## src/rtl/mem_burst.sv

```systemverilog
// Burst-oriented single-port word memory with a command handshake and registered read beats.
// Optional build macro MEM_PARITY_EN adds per-word even parity with injection and read-error flag.
module mem_burst #(
    parameter int WIDTH      = 8,
    parameter int DEPTH      = 16,
    parameter int ADDR_WIDTH = $clog2(DEPTH),
    parameter int MAX_BURST  = 4,
    parameter int LEN_WIDTH  = $clog2(MAX_BURST)
) (
    input  logic                  clk,
    input  logic                  rst,
    input  logic                  valid,
    output logic                  ready,
    input  logic                  wr_rd,
    input  logic [ADDR_WIDTH-1:0] addr,
    input  logic [LEN_WIDTH-1:0]  len,
    input  logic                  wvalid,
    input  logic [WIDTH-1:0]      wdata,
    output logic                  rvalid,
    output logic [WIDTH-1:0]      rdata,
`ifdef MEM_PARITY_EN
    input  logic                  par_inj,
    output logic                  rerr,
`endif
    output logic                  busy
);

    typedef enum logic [1:0] {StIdle, StWrite, StRead} state_t;

    state_t                r_state;
    state_t                w_state_nxt;
    logic                  r_run;
    logic [ADDR_WIDTH-1:0] r_ptr;
    logic [LEN_WIDTH-1:0]  r_cnt;
    logic                  r_rvalid;
    logic [WIDTH-1:0]      r_rdata;
    logic [WIDTH-1:0]      r_mem [DEPTH];
`ifdef MEM_PARITY_EN
    logic                  r_par [DEPTH];
    logic                  r_rerr;
`endif

    logic                  w_accept;
    logic                  w_last;
    logic [ADDR_WIDTH-1:0] w_ptr_inc;

    assign w_accept  = valid && ready;
    assign w_last    = (r_cnt == '0);
    assign w_ptr_inc = (r_ptr == ADDR_WIDTH'(DEPTH - 1)) ? '0 : r_ptr + 1'b1;

    // r_run keeps ready low until the first edge after reset release.
    assign ready  = r_run && (r_state == StIdle);
    assign busy   = (r_state != StIdle);
    assign rvalid = r_rvalid;
    assign rdata  = r_rdata;
`ifdef MEM_PARITY_EN
    assign rerr   = r_rerr;
`endif

    always_ff @(posedge clk or negedge rst) begin
        if (!rst) begin
            r_state <= StIdle;
        end else begin
            r_state <= w_state_nxt;
        end
    end

    always_comb begin
        w_state_nxt = r_state;
        unique case (r_state)
            StIdle: begin
                if (w_accept) begin
                    w_state_nxt = wr_rd ? StWrite : StRead;
                end
            end
            StWrite: begin
                if (wvalid && w_last) begin
                    w_state_nxt = StIdle;
                end
            end
            StRead: begin
                if (w_last) begin
                    w_state_nxt = StIdle;
                end
            end
            default: w_state_nxt = StIdle;
        endcase
    end

    always_ff @(posedge clk or negedge rst) begin
        if (!rst) begin
            r_run    <= 1'b0;
            r_ptr    <= '0;
            r_cnt    <= '0;
            r_rvalid <= 1'b0;
            r_rdata  <= '0;
            for (int i = 0; i < DEPTH; i++) begin
                r_mem[i] <= '0;
            end
`ifdef MEM_PARITY_EN
            r_rerr <= 1'b0;
            for (int i = 0; i < DEPTH; i++) begin
                r_par[i] <= 1'b0;
            end
`endif
        end else begin
            r_run    <= 1'b1;
            r_rvalid <= 1'b0;
            case (r_state)
                StIdle: begin
                    if (w_accept) begin
                        r_ptr <= addr;
                        r_cnt <= len;
                    end
                end
                StWrite: begin
                    if (wvalid) begin
                        r_mem[r_ptr] <= wdata;
`ifdef MEM_PARITY_EN
                        r_par[r_ptr] <= (^wdata) ^ par_inj;
`endif
                        r_ptr <= w_ptr_inc;
                        if (!w_last) begin
                            r_cnt <= r_cnt - 1'b1;
                        end
                    end
                end
                StRead: begin
                    r_rvalid <= 1'b1;
                    r_rdata  <= r_mem[r_ptr];
`ifdef MEM_PARITY_EN
                    r_rerr   <= (^r_mem[r_ptr]) ^ r_par[r_ptr];
`endif
                    r_ptr    <= w_ptr_inc;
                    if (!w_last) begin
                        r_cnt <= r_cnt - 1'b1;
                    end
                end
                default: ;
            endcase
        end
    end

endmodule

```

## config.mk

```make
export PLATFORM = sky130hd
export DESIGN_NAME = mem_burst
export DESIGN_NICKNAME = d
export VERILOG_FILES = /design/src/rtl/mem_burst.sv
export SDC_FILE = /design/constraint.sdc
export NUM_CORES = 1
export LEC_CHECK = 0
export CORE_MARGIN = 1.5
export CORE_UTILIZATION = 60
export CTS_CLUSTER_DIAMETER = 200
export CTS_CLUSTER_SIZE = 10
export DETAILED_ROUTE_END_ITERATION = 8
export GPL_TIMING_DRIVEN = 0
export PLACE_DENSITY = 0.85
export SLEW_MARGIN = 25
export SYNTH_ARGS = -nofsm -noshare
export SYNTH_HDL_FRONTEND = slang
export SYNTH_SLANG_ARGS = --single-unit
```

## constraint.sdc

```tcl
create_clock -name clk -period 2.75 [get_ports clk]
set_input_delay 0.4125 -clock clk [delete_from_list [all_inputs] [get_ports clk]]
set_output_delay 0.4125 -clock clk [all_outputs]
set_load 0.01 [all_outputs]
```

==> results.json <==
{
  "status": "finished clean",
  "syn_inst": 476,
  "critPathCaptureType": "register",
  "ys.flop_type": "dfrtp_1",
  "grt_pass1_wl_um": 25200,
  "critical_path_arrival_ns": 2.93,
  "nets": 554,
  "synth.distinct_cells": 40,
  "grtUsageMet1_pct": 38.0,
  "grt.busiest_layer": "met2",
  "hold_viol": 0,
  "dp_hpwl_um": 10700,
  "min_from": "r_mem[89]$_DFFE_PN0P_",
  "grt_max_degree": 86,
  "required_ns": 3.05,
  "leakage_nw": 3.82,
  "setup_viol": 0,
  "gp_congestion": 0.888,
  "final.fill_count": 729,
  "timing.max_cap.violations": 0,
  "use_met3_pct": 6.58,
  "instances_no_fill": 679,
  "syn-num-nets": 504,
  "ff2ff_path_depth": 6,
  "drc": 0,
  "path_max_fanout": 11,
  "drt_pass1_iterations": 5,
  "grt_pass1_vias": 4562,
  "port_buffers": 29,
  "dp_cells": 646,
  "fin_setup_tns_ns": 0,
  "post-route-period-util_pct": 96.0,
  "std_cell_rows": 38,
  "cts_max_level": 4,
  "viasPerCell": 6.19,
  "vias": 4205,
  "r2r-start": "r_ptr[1]$_DFFE_PN0P_",
  "pin_count": 30,
  "die_y_um": 110,
  "diodes": 0,
  "final.setup.worst_slack_ns": 0.111,
  "hp-class": "reg2reg",
  "grt-ovfl-total": 0,
  "seqCellArea_um2": 3650,
  "synth_edf_count": 0,
  "period_minus_slack_ns": 2.64,
  "initialDrtViolationCount": 254,
  "cts_setup_buffers": 0,
  "r2r-end": "r_mem[92]$_DFFE_PN0P_",
  "design_area_um2": 7880,
  "seq_area_frac_synth_pct": 53.6,
  "hold_depth": 1,
  "cts_tree": "built",
  "ys_warn_count": 0,
  "multi_input_comb_area_um2": 2990,
  "skew_ns": 0.00712,
  "routedWlPerCell_um": 23.1,
  "design.core.area_um2": 10900,
  "rsz0062_at_grt": "true",
  "ir_worst_vdd_mv": 0.674,
  "slew_violations": 0,
  "regToRegSetupSlack_ns": 0.11,
  "fmax_mhz": 379,
  "power.total_mw": 8.54,
  "final_antenna_net_count": 0,
  "slew-limit-headroom_pct": 54.5,
  "clk-insertion-delay-late_ns": 0.42,
  "drive_above_1_share_pct": 13.0,
  "grtUsageTotal_pct": 29.6,
  "syn_area_um2": 6810,
  "max-clock-path-buffers": 2,
  "grt_use_met2_pct": 49.2,
  "clkSlewWorstSetupHoldPaths_ns": 0.06,
  "synth_seq_cells": 146,
  "worst_pin_slew_ns": 0.683,
  "syn_area_per_cell_um2": 14.3,
  "dpl_cell_area_um2": 7310,
  "initial_utilization_pct": 62.3,
  "crit_type": "reg2reg",
  "dieArea_um2": 12000,
  "antenna_found_initial": 0,
  "dpl_worst_slack_ns": 0.166,
  "holdPathEnd": "r_mem[89]$_DFFE_PN0P_",
  "critPathLaunchType": "register",
  "p_per_area_nw_per_um2": 1080,
  "area_delta_synth_final_pct": 15.6,
  "root_buffer": "clkbuf_16",
  "clock_sinks": 146,
  "holdWs_ns": 0.477,
  "synthArstFlopShare_pct": 100,
  "final_util_pct": 72.0,
  "cts_buffers": 17,
  "die_x_um": 110,
  "routed_wl_um": 15700
}
## critical path, cell delays in order (launching register included)
cell and delay [ns]:
dfrtp_1 0.45, inv_2 0.24, clkbuf_1 0.44, ha_1 0.24
nand3_1 0.25, nor2_2 0.49, mux2_1 0.39
## metal layers
layer / wire length [um] / vias up / share of wire (%)
met3: 822 / 26 / 5.2
met4: 342 / 0 / 2.2
li1: - / 1862 / -
met5: 0 / - / 0
met2: 7980 / 104 / 51
met1: 6540 / 2213 / 42
## layout by cell type (no fill, tap or decap), drive strengths merged
cell and count:
a21boi 2, a21oi 4, a22oi 1, a2bb2oi 2
a311oi 1, a31oi 1, and2 1, buf 13
bufinv 1, clkbuf 41, clkdlybuf4s50 28, clkinv 4
conb 1, dfrtp 146, dlygate4sd3 1, ha 9
inv 10, mux2 129, mux2i 41, mux4 16
nand2 4, nand2b 2, nand3 6, nor2 35
nor2b 2, nor3 1, o21ai 7, o221ai 8
o22a 9, o31ai 1, o32a 8, o41ai 1
or2 1, or3 2
## synthesized netlist by cell type (2+ instances only)
cell type,number,area [um^2]
buf_2,5,25.0
nand2b_1,2,12.5
mux4_2,13,293
ha_1,9,113
nand2_1,4,15.0
inv_1,9,33.8
a21oi_1,4,20.0
o21ai_0,3,15.0
buf_1,2,7.51
mux2_1,128,1440
o221ai_1,8,70.1
buf_6,2,22.5
a21boi_1,2,15.0
nor2_1,19,71.3
mux2i_1,41,410
o22a_1,9,78.8
a2bb2oi_1,2,17.5
clkbuf_1,13,48.8
mux4_1,3,78.8
or3_1,2,12.5
o32a_1,8,80.1
nor2b_1,2,12.5
nor2_2,16,100
o21ai_1,4,20.0
nand3_1,6,30.0
dfrtp_1,146,3650
## cell families after synthesis
logic type | synth area share, %
AOI/OAI and AO/OA | 5.22
adders and majority gates | 1.65
DFF | 53.6
and+or+nand+nor | 4.06
muxes | 32.8
buffers and inverters | 2.59
other | 0.0550
## cell type report
cell class / count / share of cell area (%)
plain buffers: 25 / 1.76
well taps: 140 / 2.22
flip-flops and latches: 146 / 46.4
repair buffers: 31 / 4.22
clock inverters: 5 / 0.635
multi-input cells: 295 / 37.9
inverters: 10 / 0.476
clock buffers: 27 / 6.38
## registers in the layout, summed over array words and instances (netlist names)
register and count:
r_cnt 2, r_run 1, r_ptr 4, r_mem 128, r_state 2, rvalid 1
rdata 8
## repair_timing
action | 4_1_cts | 5_1_grt
endpoints found under the setup margin | 0 | 13
hold buffers | 1 | 0
gates resized for setup | 0 | 1
hold endpoints to repair | 61 | 0
## power breakdown
| group | switching (mW) | total (mW) | internal [mW] |
|---|---|---|---|
| combinational | 1.46 | 2.92 | 1.46 |
| clock | 0.826 | 2.16 | 1.33 |
| sequential | 0.486 | 3.47 | 2.98 |
## worst max path at each step
stage | from | end | cells past startpoint
2_1_floorplan | r_ptr[1]$_DFFE_PN0P_ | r_mem[127]$_DFFE_PN0P_ | 6
3_3_place_gp | rst | r_mem[80]$_DFFE_PN0P_ | 1
3_5_place_dp | r_ptr[1]$_DFFE_PN0P_ | r_mem[123]$_DFFE_PN0P_ | 6
4_1_cts | r_ptr[1]$_DFFE_PN0P_ | r_mem[123]$_DFFE_PN0P_ | 6
5_1_grt | r_ptr[1]$_DFFE_PN0P_ | r_mem[90]$_DFFE_PN0P_ | 6
6_report | r_ptr[1]$_DFFE_PN0P_ | r_mem[92]$_DFFE_PN0P_ | 6
No activity file was read; power rests on OpenSTA's default activity.
